==> src/rtl/mem_arbiter.sv <==
// mem_arbiter: two-port (ifetch/data) arbiter onto a single fixed-latency memory.
// Define MEM_ARBITER_RR_EN for round-robin arbitration; fixed data priority otherwise.
module mem_arbiter #(
  parameter int WAIT_CYCLES = 2,
  parameter int ABITS = 30
) (
  input  logic             CLK,
  input  logic             RESET_N,
  input  logic             I_REQ,
  input  logic [ABITS-1:0] I_ADDR,
  output logic             I_ACK,
  output logic [31:0]      I_RDATA,
  input  logic             D_REQ,
  input  logic             D_WE,
  input  logic [3:0]       D_BE,
  input  logic [ABITS-1:0] D_ADDR,
  input  logic [31:0]      D_WDATA,
  output logic             D_ACK,
  output logic [31:0]      D_RDATA,
  input  logic             INHIBIT,
  output logic [ABITS-1:0] M_ADDR,
  output logic [31:0]      M_WD,
  output logic [3:0]       M_BE,
  output logic             M_RE,
  output logic             M_WE,
  input  logic [31:0]      M_RDATA,
  output logic             BUSY,
  output logic             OWNER_D
);
  typedef enum logic [1:0] {IDLE, ACCESS, DONE} state_t;
  state_t state;
  logic [3:0] cnt;
  logic pick_d;
`ifdef MEM_ARBITER_RR_EN
  // Reset to "data served last" so ifetch wins the first contested grant.
  logic rr_last_d;
  assign pick_d = D_REQ & (~I_REQ | ~rr_last_d);
`else
  assign pick_d = D_REQ;
`endif
  assign BUSY = state != IDLE;
  always_ff @(posedge CLK or negedge RESET_N) begin
    if (!RESET_N) begin
      state   <= IDLE;
      cnt     <= '0;
      OWNER_D <= 1'b0;
      I_ACK   <= 1'b0;
      D_ACK   <= 1'b0;
      I_RDATA <= '0;
      D_RDATA <= '0;
      M_ADDR  <= '0;
      M_WD    <= '0;
      M_BE    <= '0;
      M_RE    <= 1'b0;
      M_WE    <= 1'b0;
`ifdef MEM_ARBITER_RR_EN
      rr_last_d <= 1'b1;
`endif
    end else begin
      case (state)
        IDLE: if (!INHIBIT && (I_REQ || D_REQ)) begin
          state   <= ACCESS;
          cnt     <= 4'(WAIT_CYCLES - 1);
          OWNER_D <= pick_d;
          M_ADDR  <= pick_d ? D_ADDR : I_ADDR;
          M_BE    <= pick_d ? D_BE : 4'hF;
          M_RE    <= ~(pick_d & D_WE);
          M_WE    <= pick_d & D_WE;
          if (pick_d) M_WD <= D_WDATA;
`ifdef MEM_ARBITER_RR_EN
          rr_last_d <= pick_d;
`endif
        end
        ACCESS: if (cnt == 4'd0) begin
          state <= DONE;
          M_RE  <= 1'b0;
          M_WE  <= 1'b0;
          I_ACK <= ~OWNER_D;
          D_ACK <= OWNER_D;
          // M_RE is still high on the last cycle only for reads
          if (M_RE && OWNER_D) D_RDATA <= M_RDATA;
          if (M_RE && !OWNER_D) I_RDATA <= M_RDATA;
        end else begin
          cnt <= cnt - 4'd1;
        end
        DONE: begin
          state <= IDLE;
          I_ACK <= 1'b0;
          D_ACK <= 1'b0;
        end
        default: state <= IDLE;
      endcase
    end
  end
endmodule

==> config.mk <==
export PLATFORM = sky130hd
export DESIGN_NAME = mem_arbiter
export DESIGN_NICKNAME = d
export VERILOG_FILES = /design/src/rtl/mem_arbiter.sv
export SDC_FILE = /design/constraint.sdc
export NUM_CORES = 1
export LEC_CHECK = 0
export ABC_AREA = 1
export CAP_MARGIN = 10
export CORE_UTILIZATION = 45
export CTS_CLUSTER_DIAMETER = 200
export DETAILED_ROUTE_END_ITERATION = 10
export PLACE_DENSITY = 0.93
export SLEW_MARGIN = 30
export SYNTH_ARGS = -nofsm -noshare
export SYNTH_HDL_FRONTEND = slang
export SYNTH_SLANG_ARGS = --single-unit
==> constraint.sdc <==
create_clock -name CLK -period 4.1 [get_ports CLK]
set_input_delay 0.82 -clock CLK [delete_from_list [all_inputs] [get_ports CLK]]
set_output_delay 0.82 -clock CLK [all_outputs]
set_load 0.01 [all_outputs]
==> run summary, run 1 <==
The clock-pin slew reported for the worst setup and hold paths after clock tree synthesis was 50 ps. STA classifies the critical path endpoint as a primary output. The later pin in the worst-skew pair is clocked with a latency of 410 ps. Setup repair after global routing left no endpoint under its margin.

Clock skew on the completed layout was measured at 8.15 ps. The total via count after detailed routing was 5,799. The count of mapped cells out of synthesis is 725. The total congestion overflow came out at 0. The tool flagged a number of max-cap violations equal to 0.

Before CTS, the worst setup slack after placement is 1210 ps. The run gives 26,800 µm as the global-route wire length before repair. The internal power summed over all cells came out at 4.60 mW. STA classifies the critical path startpoint as a flip-flop. Post-cts hold buffer count: 0.

Before antenna repair, the detailed router went through 8 iterations. The count of nets left with antenna violations once routing finished came out at 0. The floorplan die height is 117 µm. The H-tree was split into 4 levels. Die outline width: 117 µm. In this run the worst path has a maximum fanout of 4.

Synthesis inferred 141 register bits. The number of antenna violations at the first check in global routing was 0. The signed area change from the synthesized netlist to the final layout works out to 55.9%. The flow ran to the end, and the final reports show no timing, DRC or antenna violations. The number of top-level pins came out at 270. The launch point of the worst path was state[0]. In this run the post-CTS setup repair buffer count came out at 0. For the data arrival at the endpoint of the critical path, the log shows 1680 ps. The Yosys step of the flow raised 0 warnings.

For the fraction of the yosys area taken by sequential cells, the log shows 0.591. The routed length per placed instance was 15.2 µm; the layout net count was 1,113. Routability-driven placement finished with a final weighted congestion of 0.751. After floorplanning, the core was divided into 41 placement rows.

The floorplan step defined a die boundary enclosing 13,700 µm². The tools report the maximum resistive drop on vdd as 0.376 mV. The initial core utilization is 0.468. The proportion of layout cells with a drive suffix above 1 is 0.0475. In this run the worst hold path is classified as in -> async. The proportion of power drawn by flip-flops and latches is 0.347. The clock drives 141 sinks.

The part of the total power dissipated in combinational logic is 0.438, and the global-route usage over all layers is 0.261. STA puts the critical path data required time at 3280 ps. The number of non-filler instances in the completed layout was 1,161. The number of gates resized after CTS was 0. Worst max-slew margin expressed relative to the limit: 0.477. The number of nets handed over by synthesis was 860.

The run gives 0 as the final-report hold violation count. The share of total power consumed by net switching is 0.352, and the actual slew at the worst max-slew pin is 785 ps. The diode insertion count for antenna repair came out at 0. Dividing the detail-routed via count by the number of cells gives 4.99. In this run, placement finished with an instance count of 1,131.

Clock tree synthesis inserted a total of 17 buffers. The period utilization was 0.611. Once routing completed, OpenROAD measured the worst setup slack at 1600 ps. The clock period minus final worst setup slack came out at 2500 ps. The buffer levels on the longest clock path was 2; the DRC violations left was 0. The cell area that synthesis handed to floorplanning was 5970 µm². Summed over all nets, the half-perimeter wirelength after detailed placement is 12,300 µm. Entering global routing, the biggest net connects 84 pins. The final setup violation count is 0. The type of the worst setup path was reg -> out. For this design the static power due to leakage is 4.57 nW. The net switching power was 2.49 mW; the count of port buffers added during placement was 269.

The final layout contains routed wiring with a total length of 17,600 µm. The number of distinct library cell variants in the gate-level netlist after synthesis was 18; the number of DRC markers after the initial detailed-route iteration was 537. The run gives 0.215 as the clock network fraction of total power. A synthesized cell averages 8.24 µm². For the peak clock frequency supported by timing, the log shows 399 MHz. Number of global-route vias before repair: 5,435.

The area of the core came out at 12,800 µm². Dividing total power by cell area gives a power density of 761 nW/µm². The number of pins with negative max-slew slack in the final report came out at 0.

TritonCTS built the clock tree. Adding up every negative setup slack in the final design gives 0 ps. The tools report the root buffer cell as clkbuf_16. In this run the critical register-to-register path is launched from cnt[0].
-- through the flow --
step | utilization | hold WS [ps] | cell area, µm² | power [mW]
after floorplan | - | 500 | 5970 | 3.76
after CTS | 0.729 | 472 | 9320 | 7.15
final | 0.729 | 443 | 9320 | 7.09
after detailed placement | 0.683 | 458 | 8720 | 5.58
after global placement | 0.682 | 452 | 8720 | 5.46
after global routing | 0.729 | 484 | 9320 | 7.57
-- state kept, by name, indices dropped and copies added (netlist names) --
register,flops
I_ACK,1
cnt,4
D_RDATA,32
M_RE,1
D_ACK,1
M_WD,32
M_WE,1
I_RDATA,32
OWNER_D,1
state,2
M_ADDR,30
M_BE,4
-- kinds of logic after synthesis --
logic type,count (synthesis),share of synthesized area
AOI/OAI and AO/OA,11,0.00922
adders and majority gates,1,0.00209
buffers and inverters,54,0.0455
DFF,141,0.591
and+or+nand+nor,518,0.353
-- worst paths after layout --
| path | endpoint | cells after the start | slack, ps |
|---|---|---|---|
| setup reg to reg | I_RDATA[8] | 7 | 1940 |
| max in group asynchronous | M_ADDR[23] | 2 | 2730 |
| hold / removal | M_BE[3] | 1 | 440 |
| hold reg to reg | I_RDATA[22] | 2 | 470 |
| min in group CLK | I_RDATA[22] | 2 | 470 |
| setup / recovery | BUSY | 3 | 1600 |
-- final cells by class --
cell class / count / area [µm²]
fillers: 888 / 3460
clock buffers: 25 / 515
flip-flops and latches: 141 / 3530
clock inverters: 5 / 80.1
well taps: 172 / 215
multi-input cells: 530 / 2180
inverters: 11 / 43.8
repair buffers: 277 / 2750
-- power groups by stage --
stage / combinational (mW) / clock [mW] / sequential, mW
after CTS: 3.14 / 1.55 / 2.46
after detailed placement: 3.12 / 0 / 2.46
after global routing: 3.41 / 1.61 / 2.55
after floorplan: 1.03 / 0 / 2.74
after global placement: 3.03 / 0 / 2.43
final: 3.10 / 1.53 / 2.46
-- worst max-delay path, cell delays in order (launching register included) --
cell             delay [ps]
dfrtp_1                 400
nor2_1                  280
inv_1                   100
clkdlybuf4s50_1         510
-- synthesized netlist by cell type (all sizes together) --
library cell  number  share of area
a21oi              1        0.00084
nand4             34          0.036
nor2              19          0.016
inv               11         0.0069
dfrtp            141           0.59
ha                 1         0.0021
nand3             38          0.033
clkbuf             9         0.0057
nand2            427           0.27
o21ai             10         0.0084
buf               34          0.033
-- cell usage in the layout (no fill, tap or decap), drive strengths merged, types with 2 or more instances in the layout --
master and instances:
nand2 427, clkdlybuf4s50 268, dfrtp 141, nand3 38, nand4 34, clkbuf 25
nor2 19, inv 11, o21ai 10, buf 9, clkinvlp 2, bufinv 2
-- layer usage --
metal  track usage  vias to the layer above  wire (µm)
met4         0.116                        0        408
met2         0.446                      279       8710
met1         0.298                     2712       6900
li1              -                     2777          -
met5             0                        -          0
met3        0.0829                       31       1620
No activity file was read; power rests on OpenSTA's default activity.
==> run 2: changes to the inputs <==
--- a/config.mk
+++ b/config.mk
@@ -7,10 +7,10 @@
 export LEC_CHECK = 0
 export ABC_AREA = 1
 export CAP_MARGIN = 10
-export CORE_UTILIZATION = 45
+export CORE_UTILIZATION = 42
 export CTS_CLUSTER_DIAMETER = 200
 export DETAILED_ROUTE_END_ITERATION = 10
-export PLACE_DENSITY = 0.93
+export PLACE_DENSITY = 0.88
 export SLEW_MARGIN = 30
 export SYNTH_ARGS = -nofsm -noshare
 export SYNTH_HDL_FRONTEND = slang
==> constraint.sdc (replaced) <==
create_clock -name CLK -period 2.6 [get_ports CLK]
set_input_delay 0.52 -clock CLK [delete_from_list [all_inputs] [get_ports CLK]]
set_output_delay 0.52 -clock CLK [all_outputs]
set_load 0.01 [all_outputs]
==> run 2 against run 1 <==
Against the previous run:
- die area increased by 7.0%
- register-to-register slack lost 1100 ps
- hold slack better by 25 ps
- combinational power up 61%
- routed wire length is 4.5% higher
- setup slack got worse by 1200 ps
- global-route usage fell by 0.28 points
- core utilization down 4.9 points
- critical path type unchanged
- critical endpoint unchanged
- largest cell class unchanged
- largest power group unchanged
==> run summary, run 2 (synthesis gave the netlist of run 1 again) <==
The run finished with clean final reports. The count of port buffers added during placement is 269, and the number of H-tree levels is 4. Along the worst path, the maximum fanout reaches 4.

The logs give 0 for the post-cts gate resize count and 0.430 for the initial core utilization. The number of buffers added by the clock tree synthesis step is 17, and the clock-pin slew reported for the worst setup and hold paths after clock tree synthesis is 60 ps. The analysis attributes to cell leakage a power of 4.63 nW.

Highest-delay cell along the critical path: clkdlybuf4s50_1. The worst path needs 2190 ps of the cycle, external delays included. For the number of placed instances with taps included, the log shows 1,144. The largest incremental delay on the critical path is 480 ps, and the number of top-level pins is 270. Post-CTS setup repair buffer count: 0.

Based on the critical path, the design can be clocked at up to 457 MHz. The proportion of layout cells with a drive suffix above 1 was 0.0532; the actual slew at the worst max-slew pin was 631 ps. The DRC violations left came out at 0.

TritonCTS built the clock tree. For the number of antenna violations at the first check in global routing, the log shows 0. Minimum setup slack after placement: 277 ps. Fill cells in the final layout number 1,088.

The logs give 0 for the total congestion overflow and 28,700 µm for the global-route wire length before repair. The floorplan has 43 rows. The total of max-cap violations came out at 0. Leaving out fill and tap cells, the most frequent cells in the layout are nand2_1, clkdlybuf4s50_1, dfrtp_1.

The core region is 13,900 µm². Ratio of total power to cell area: 1220 nW/µm². Die outline width: 121 µm.

The clock drives 141 sinks. In this run the worst setup path begins at state[0]. Type of the worst setup path: reg -> out.

In this run the worst hold path is classified as reg -> reg. For the number of pins with negative max-slew slack in the final report, the log shows 0. The tools report the number of nets with antenna violations after routing as 0.

The type of element launching the critical path is a flip-flop. The critical hold path startpoint is D_RDATA[5]. The maximum number of pins on one net before global-route repair came out at 52. In this run the critical register-to-register path is launched from state[0]. The tools report the diode insertion count for antenna repair as 0. Sort of element at the end of the critical path: a primary output. The routed design has 18,400 µm of wire. For this run, the detailed router's first-pass iteration total came to 5.

Period utilization: 0.842. The data arrival at the endpoint of the critical path was 1670 ps. After the last flow step, the layout net total stands at 1,119. Once routing completed, OpenROAD measured the worst setup slack at 410 ps.

Setup repair after global routing left no endpoint under its margin. Across the routed clock network, the largest skew measured is 9.05 ps. In this run the clock root is driven by a clkbuf_16. The routed length per placed instance works out to 15.7 µm.

The commonest non-fill, non-tap cell in the layout was nand2_1. The tools report the buffer levels on the longest clock path as 2. The total via count after detailed routing was 5,981; the utilization after layout was 0.680. The logs give 11.5 mW for the post-route total power and 0 ps for the post-route setup TNS. In the final layout, the registers with the most flip-flops are D_RDATA: 32 flops, I_RDATA: 32 flops, M_WD: 32 flops. The maximum resistive drop on vdd was 0.514 mV. Clock latency on the worst-skew pair, taken at its later pin, is 420 ps.

Compared with the post-synthesis result, the final layout area differs by 58.0%. The floorplan die height is 121 µm. Routability congestion estimate: 0.835. The tools report the final-report hold violation count as 0. The final setup violation count was 0; the required time of the worst setup path was 2080 ps.

The worst max-slew margin expressed relative to the limit was 0.579. For the number of non-filler instances in the completed layout, the log shows 1,176. The global-route usage over all layers came out at 0.258.

The signal on the critical path passes through nor2_1 > inv_1 > clkdlybuf4s50_1. The floorplan step defined a die boundary enclosing 14,700 µm². In the routed layout, each cell is associated on average with a via count of 5.09. The number of global-route vias before repair came out at 5,650.

The first routing iteration left 490 violations. The HPWL after detailed placement is 12,800 µm.
run 2: changes by cell type in the layout (fill, tap and decap cells not counted), sizes merged:
cell         previous run  this run
bufinv                  2         5
clkbuf                 25        20
dlygate4sd3             0         1
clkinv                  1         6
buf                     9        14
clkinvlp                2         0
run 2: worst paths after layout:
check,to,slack [ps],cells past startpoint
max,BUSY,410,3
min,D_RDATA[5],470,2
max reg2reg,M_WD[21],810,6
min reg2reg,D_RDATA[5],470,2
max in group asynchronous,M_ADDR[12],1320,3
min in group asynchronous,D_RDATA[1],560,2
run 2: per-stage QoR:
step	instance area, µm²	hold slack, ps
2_1_floorplan	5970	224
3_3_place_gp	8790	452
3_5_place_dp	8790	445
4_1_cts	9440	471
5_1_grt	9440	488
6_report	9440	468
run 2: area by class of cell:
type	instances	area (µm²)	area share
Clock inverter	11	191	0.0203
Sequential cell	141	3530	0.374
Inverter	11	41.3	0.00437
Clock buffer	20	447	0.0473
Multi-Input combinational cell	530	2180	0.231
Tap cell	180	225	0.0239
Timing Repair Buffer	283	2830	0.299
run 2: worst max-delay path, delay by kind of cell, from the launching register on:
kind,cells,cell delay (ps)
buf+inv,2,560
flops,1,400
simple gates,1,290
run 2: repair_timing:
action	4_1_cts	5_1_grt
endpoints found under the hold margin	3	0
endpoints found under the setup margin	0	0
hold buffers	1	0
run 2: where the power goes:
group	switching, mW	internal, mW
logic	2.49	2.49
registers	0.640	3.26
clock network	0.913	1.72
total	4.05	7.47
run 2: routing by layer:
metal  vias up  GRT usage  share of wire
met5         -          0              0
met4         0      0.137          0.037
met3        51     0.0780          0.094
met2       342      0.428           0.49
met1      2802      0.299           0.38
li1       2786          -              -
==> run 3: changes to the inputs <==
==> constraint.sdc (replaced) <==
create_clock -name CLK -period 2.1 [get_ports CLK]
set_input_delay 0.42 -clock CLK [delete_from_list [all_inputs] [get_ports CLK]]
set_output_delay 0.42 -clock CLK [all_outputs]
set_load 0.01 [all_outputs]
==> run 3 against run 2 <==
Against the previous run:
- final cell count up 0.43%
- power grew 24%
- sequential share of layout area is 0.27 points lower
- largest power group unchanged
- non-clock buffer count grew 4
- global-route usage down 0.23 points
==> run summary, run 3 (synthesis gave the netlist of run 1 again) <==
The routed length per placed instance was 15.5 µm. The number of nets with antenna violations after routing was 0; the largest fanout of any net on the critical path was 4. The final hold slack was 468 ps. CTS built an H-tree with a depth of 4.

The tools report the number of global-route vias before repair as 5,624. The tools report the number of antenna violations at the first check in global routing as 0. The smallest clock period supported by the final layout is computed as 2040 ps.

The logs give 7150 µm for the met1 layer wirelength in the final routing and 574 for the number of DRC markers after the initial detailed-route iteration. The number of pins with negative max-slew slack in the final report was 0. Wire segments on met3 add up to 1700 µm in the final route. The worst max-slew margin expressed relative to the limit is 0.652, and the number of top-level pins is 270. VDD sags by at most 0.635 mV.

The floorplan die height was 121 µm. The diode insertion count for antenna repair is 0. The type of element launching the critical path was a flip-flop. The global-route usage over all layers was 0.255.

The analysis attributes to cell leakage a power of 4.66 nW. STA puts the critical path data required time at 1680 ps. Proportion of layout cells with a drive suffix above 1: 0.0599. The detailed route wirelength on metal2 is 8760 µm, and the largest incremental delay on the critical path is 480 ps.

The total cell area at the placement stage was 8860 µm²; the total of max-cap violations was 0. In the final layout, the registers with the most flip-flops are D_RDATA: 32 flops, I_RDATA: 32 flops, M_WD: 32 flops. The run finished with clean final reports. The peak clock frequency supported by timing was 491 MHz; the post-route cell area was 9510 µm². The post-route setup TNS was 0 ps; the area of the core was 13,900 µm². Input and output buffers added on the ports amount to 269. The commonest non-fill, non-tap cell in the layout is nand2_1. The number of buffer and inverter stages on the critical path was 2.

In this design, the largest share of critical-path delay is due to buffers and inverters. The data arrival at the endpoint of the critical path came out at 1620 ps. The overall routed net length was 18,300 µm. Setup repair after global routing left no endpoint under its margin. The number of non-filler instances in the completed layout was 1,181; the final setup violation count was 0.

The floorplan step set the die width to 121 µm. Entering global routing, the biggest net connects 54 pins. For this run the aggregate overflow at the end of global routing stands at 0. Leaving out fill and tap cells, the most frequent cells in the layout are nand2_1, clkdlybuf4s50_1, dfrtp_1.

TritonCTS built the clock tree. After legalization and detailed placement, the total HPWL measured 12,900 µm. Compared with the post-synthesis result, the final layout area differs by 59.1%.

The tools report the row count as 43. The clock insertion delay at the later pin of the skew report is 420 ps. The run gives 0.430 as the initial core utilization. In this run the deepest clock path goes through 2 buffers.

For this block, the via count after detailed routing is 5,902. In this run the worst hold path is classified as reg -> reg. The congestion estimate from routability-driven global placement came to 0.839. Clock tree synthesis found a total of 141 sinks.

The die covers 14,700 µm². The first detailed-routing pass took 6 iterations. Power spread over the standard cell area amounts to 1500 nW/µm². The logs give 0 for the DRC violations left and 28,500 µm for the global-route wire length before repair. The via density per instance is 5.00. Counting the buffers created by CTS gives 17. Signal routing reaches up to met4. The highest-delay cell along the critical path was clkdlybuf4s50_1. Walking the worst path, the cells encountered are nor2_2 > inv_1 > clkdlybuf4s50_1. In the final design database the tool counted 1,123 nets. For the pin with the worst max-slew slack, the measured transition is 523 ps. After clock tree synthesis, the clock-pin slew on the worst setup and hold paths is 60 ps. In this run, placement finished with an instance count of 1,148.

The critical path is of the reg -> out type. The tools report the sort of element at the end of the critical path as a primary output. For the final database, setup skew stands at 14.3 ps.

The final-report hold violation count is 0, and the period utilization is 0.970. The tools report the post-CTS setup repair buffer count as 0. Clock tree synthesis selected as its root buffer the cell clkbuf_16.
run 3: per-stage QoR:
step	setup slack, ps	power [mW]	utilization
after floorplan	664	7.35	-
after global placement	77.7	10.8	0.638
after detailed placement	58.2	11.0	0.638
after CTS	47.4	14.3	0.685
after global routing	22.2	15.1	0.685
final	63.0	14.2	0.685
run 3: path summary, 6_finish.rpt:
path | from | endpoint | slack, ps | depth (start not counted)
max in group asynchronous | RESET_N | I_RDATA[27] | 910 | 3
worst min register to register | D_RDATA[1] | D_RDATA[1] | 470 | 2
worst max register to register | cnt[0] | I_RDATA[7] | 400 | 8
min in group asynchronous | RESET_N | D_RDATA[31] | 530 | 2
worst min-delay path | D_RDATA[1] | D_RDATA[1] | 470 | 2
worst max-delay path | state[0] | BUSY | 60 | 3
run 3: final cells by class:
class,instances,area [µm²]
Timing Repair Buffer,287,2890
Sequential cell,141,3530
Multi-Input combinational cell,530,2180
Tap cell,180,225
Fill cell,1086,4380
Clock buffer,18,429
Clock inverter,14,206
Inverter,11,41.3
run 3: timing repair:
item / 4_1_cts / 5_1_grt
hold buffers: 1 / 0
endpoints found under the setup margin: 1 / 0
endpoints found under the hold margin: 51 / 0
gates resized for setup: 1 / 0
run 3: worst register-to-register path: cells and delay by family (launching register included):
family | cells | cell delay [ps]
flops | 1 | 400
fa+ha+maj | 1 | 200
simple gates | 5 | 620
buf+inv | 2 | 370
run 3: report_power, final:
part           leakage [nW]  switching, mW  internal (mW)
clock network         0.306           1.21           2.01
logic                  2.67           3.07           3.13
registers              1.68          0.779           4.03
total                  4.66           5.06           9.18
run 3: metal layers:
metal / vias up / GRT usage
li1: 2797 / -
met1: 2746 / 0.305
met2: 310 / 0.419
met3: 49 / 0.0775
met4: 0 / 0.124
met5: - / 0
==> RTL change 1, RTL diff (settings of run 2) <==
The parameter `ABITS` goes from 30 to 15.
--- a/src/rtl/mem_arbiter.sv
+++ b/src/rtl/mem_arbiter.sv
@@ -2,7 +2,7 @@
 // Define MEM_ARBITER_RR_EN for round-robin arbitration; fixed data priority otherwise.
 module mem_arbiter #(
   parameter int WAIT_CYCLES = 2,
-  parameter int ABITS = 30
+  parameter int ABITS = 15
 ) (
   input  logic             CLK,
   input  logic             RESET_N,
Ports: changed (resized D_ADDR, I_ADDR and M_ADDR); port bits go from 270 to 225. The function was not compared with the original's and may differ.
==> RTL change 1 against run 2 <==
Routed wire length shrank 29%. Sequential power decreased by 11%. Worst setup slack better by 0.0078 ns. Synthesized area shrank 14%. Sequential cell count decreased by 15. Synthesized cell count down 21%. First-iteration DRC count is 34% lower. Global-route usage decreased by 4.0 points. Register-to-register slack got worse by 0.19 ns. Sequential share of layout area increased by 1.9 points. Power shrank 15%. Critical path depth unchanged. Cell area shrank 15%. Die area down 14%. Critical path type unchanged. Largest power group unchanged.
==> RTL change 1: results (changes against run 2) <==
Outcome
  • Result of the run: finished, final reports clean

Placement
  • Placed wire-length estimate after detailed placement: 9220 um (-28%)
  • Total of buffers placed on input and output ports: 224 (-17%)

GRT
  • Met3 track demand over resource in global routing: 8.10% (+0.30 points)
  • Aggregate global-route resource usage: 21.7% (-4.0 points)
  • Routing usage on met1: 26.9% (-3.0 points)
  • GRT met2 Usage: 35.3% (-7.4 points)
  • Global-route wire length before repair: 21200 um (-26%)
  • Pin count of the biggest net entering global routing: 71 (+37%)

Setup path
  • R2R Setup Slk: 0.62 ns (-0.19 ns)
  • End of the worst register-to-register path: I_RDATA[21]$_DFFE_PN0P_

Routing
  • Total detailed-routing wirelength: 13100 um (-29%)
  • Amount of wire on met3 after detailed routing: 1190 um (-31%)
  • Post-Route M1 WL: 5660 um (-19%)
  • Via count: 4443 (-26%)
  • DRT Pass-1 Iters: 4 (-1)

STA
  • Slew at the pin with the worst max-slew slack: 0.645 ns (+0.0147 ns)
  • Hold WS: 0.00348 ns (-0.464 ns)
  • Worst clock skew: 0.0122 ns (+0.00315 ns)

Final layout
  • Buffer count excluding the clock tree in the final layout: 228 (-19%)
  • Number of fill cells in the layout: 911 (-16%)
  • Count of flip-flops and latches: 126 (-11%)
  • Count of nets after finishing: 897 (-20%)
  • Fraction of final layout cells sized beyond drive strength 1: 7.58% (+2.3 points)
  • Nonclk inv count: 43 (+32)
  • Fraction of standard cell area in multi-input logic: 20.3% (-2.8 points)
  • Multi-input gates: 376 (-29%)
  • Layout non-clock buf frac: 28.6% (-1.3 points)

Power
  • Net Sw Frac: 33.6% (-1.6 points)
  • Share of power burned in registers: 35.6% (+1.7 points)
  • Leakage: 3.94 nW (-15%)
  • Power drawn by the combinational cells: 0.00398 W (-20%)

Yosys
  • Unique cell type count in the Yosys netlist: 24 (+6)
  • Leading cell types by count after synthesis: nand2_1, dfrtp_1, o21ai_0
  • Main area contributors after synthesis: dfrtp_1, nand2_1, o21ai_0
  • Synth top area share: 61.4% (+2.3 points)
==> RTL change 1: cell types whose count changed after synthesis, moves of 2 or more <==
cell / delta
nand2_2: +12
buf_2: -21
buf_6: +5
nand4_1: -32
nand2_1: -168
inv_1: +31
o21ai_1: +4
nor2_4: +2
o21ai_0: +60
clkbuf_1: -7
dfrtp_1: -15
clkbuf_2: +5
nand3_1: -32
==> RTL change 1: cell families (layout without fill, tap and decap cells) <==
group	after synthesis	in the layout	share of synthesized area, %
and+or+nand+nor	300	300	24.2
buffers and inverters	69	303	6.94
DFF	126	126	61.4
adders and majority gates	1	1	0.243
AOI/OAI and AO/OA	75	75	7.30
==> RTL change 1: through the flow <==
stage               instance area [sq um]  util (%)  cells  power [W]  setup slack, ns
global route                         8020      67.0    952     0.0104            0.335
floorplan                            5140         -    571    0.00511             1.20
CTS                                  8020      67.0    952    0.00989            0.407
global placement                     7430      62.1    920    0.00739            0.446
detailed placement                   7430      62.1    920    0.00750            0.377
finish                               8020      67.0    952    0.00980            0.418
==> RTL change 2, RTL diff (settings of run 2) <==
Made on the original files. Encoding of `state_t`: now one-hot (3 bits for 3 states).
--- a/src/rtl/mem_arbiter.sv
+++ b/src/rtl/mem_arbiter.sv
@@ -27,7 +27,7 @@
   output logic             BUSY,
   output logic             OWNER_D
 );
-  typedef enum logic [1:0] {IDLE, ACCESS, DONE} state_t;
+  typedef enum logic [2:0] {IDLE = 3'b001, ACCESS = 3'b010, DONE = 3'b100} state_t;
   state_t state;
   logic [3:0] cnt;
   logic pick_d;
Formal check against the unedited RTL: same outputs for any inputs over 4 cycles, from zero or initial values and one cycle with RESET_N low; so few cycles prove little.
==> RTL change 2 against run 2 <==
Sequential cell count increased by 1. Cell area down 0.45%. Synthesized area barely moved. Worst setup slack got worse by 0.057 ns. Maximum frequency decreased by 2.5%. Register-to-register slack worse by 0.02 ns. Routed wire length down 3.7%. Power down 7.2%. Critical path type unchanged. Largest cell class unchanged.
==> RTL change 2: results (changes against run 2) <==
Outcome
  • Result of the run: finished, final reports clean

GRT
  • Routing usage on met1: 28.3% (-1.6 points)
  • Pin count of the biggest net entering global routing: 58 (+12%)
  • Global-route wire length before repair: 28300 um (-1.3%)
  • Met3 track demand over resource in global routing: 7.57% (-0.23 points)

Yosys
  • Leading cell types by count after synthesis: nand2_1, dfrtp_1, nand3_1
  • Main area contributors after synthesis: dfrtp_1, nand2_1, nand3_1
  • Unique cell type count in the Yosys netlist: 22 (+4)
  • Net Count, Synth: 815 (-5.2%)

Placement
  • Pre-CTS setup slack: 0.545 ns (+0.267 ns)
  • Post-place instance area: 8830 sq um (+0.50%)
  • Placed wire-length estimate after detailed placement: 12600 um (-1.1%)

Setup path
  • Delay of the slowest cell on the worst path: 0.58 ns (+0.10 ns)
  • Slowest CP cell: dfstp_2
  • Number of cells on the worst reg-to-reg path: 7 (+1)
  • Worst Path Arrival: 1.73 ns (+0.06 ns)
  • Launching instance or port of the critical path: state[0]$_DFFE_PN1P_

Routing
  • Drt initial violations: 445 (-9.2%)
  • Via count: 5876 (-1.8%)
  • Routed length on met2: 9100 um (+0.23%)
  • Total detailed-routing wirelength: 17800 um (-3.7%)
  • Amount of wire on met3 after detailed routing: 1600 um (-7.5%)

STA
  • Headroom to the max-slew limit: 73.8% (+16 points)
  • Max Fclk: 445 MHz (-2.5%)

Worst hold path
  • Min-Delay Startpoint: I_RDATA[9]$_DFFE_PN0P_

Final layout
  • Count of nets after finishing: 1079 (-3.6%)
  • Fraction of final layout cells sized beyond drive strength 1: 5.75% (+0.43 points)

Power
  • Combinational Power Share: 43.2% (about the same)
  • Leakage: 4.25 nW (-8.2%)
  • Sequential power: 0.00380 W (-3%)
  • Peak supply drop: 0.520 mV (+1.1%)
[RTL change 2: cell count changes after synthesis, sizes merged, moves of 4 or more]
cell,delta
nand3,+65
nor2,+67
nand4,-32
o21ai,+25
o21a,+30
nand2,-207
clkbuf,-4
[RTL change 2: stage by stage]
stage,total power (W),instances
floorplan,0.00572,680
global placement,0.00827,1104
detailed placement,0.00845,1104
CTS,0.0108,1137
global route,0.0114,1137
finish,0.0107,1137
[RTL change 2: layout make-up]
class / count / area, sq um
clock buffer: 21 / 460
clock inverter: 11 / 91.3
fill: 1063 / 4490
inverter: 14 / 52.6
multi-input combinational: 482 / 2160
sequential: 142 / 3550
tap: 180 / 225
timing repair buffer: 287 / 2850
[RTL change 2: cell families after synthesis]
| logic type | share of synthesized area (%) |
|---|---|
| simple gates | 29.0 |
| fa+ha+maj | 0.209 |
| compound gates | 6.91 |
| flops | 59.5 |
| buf+inv | 4.40 |
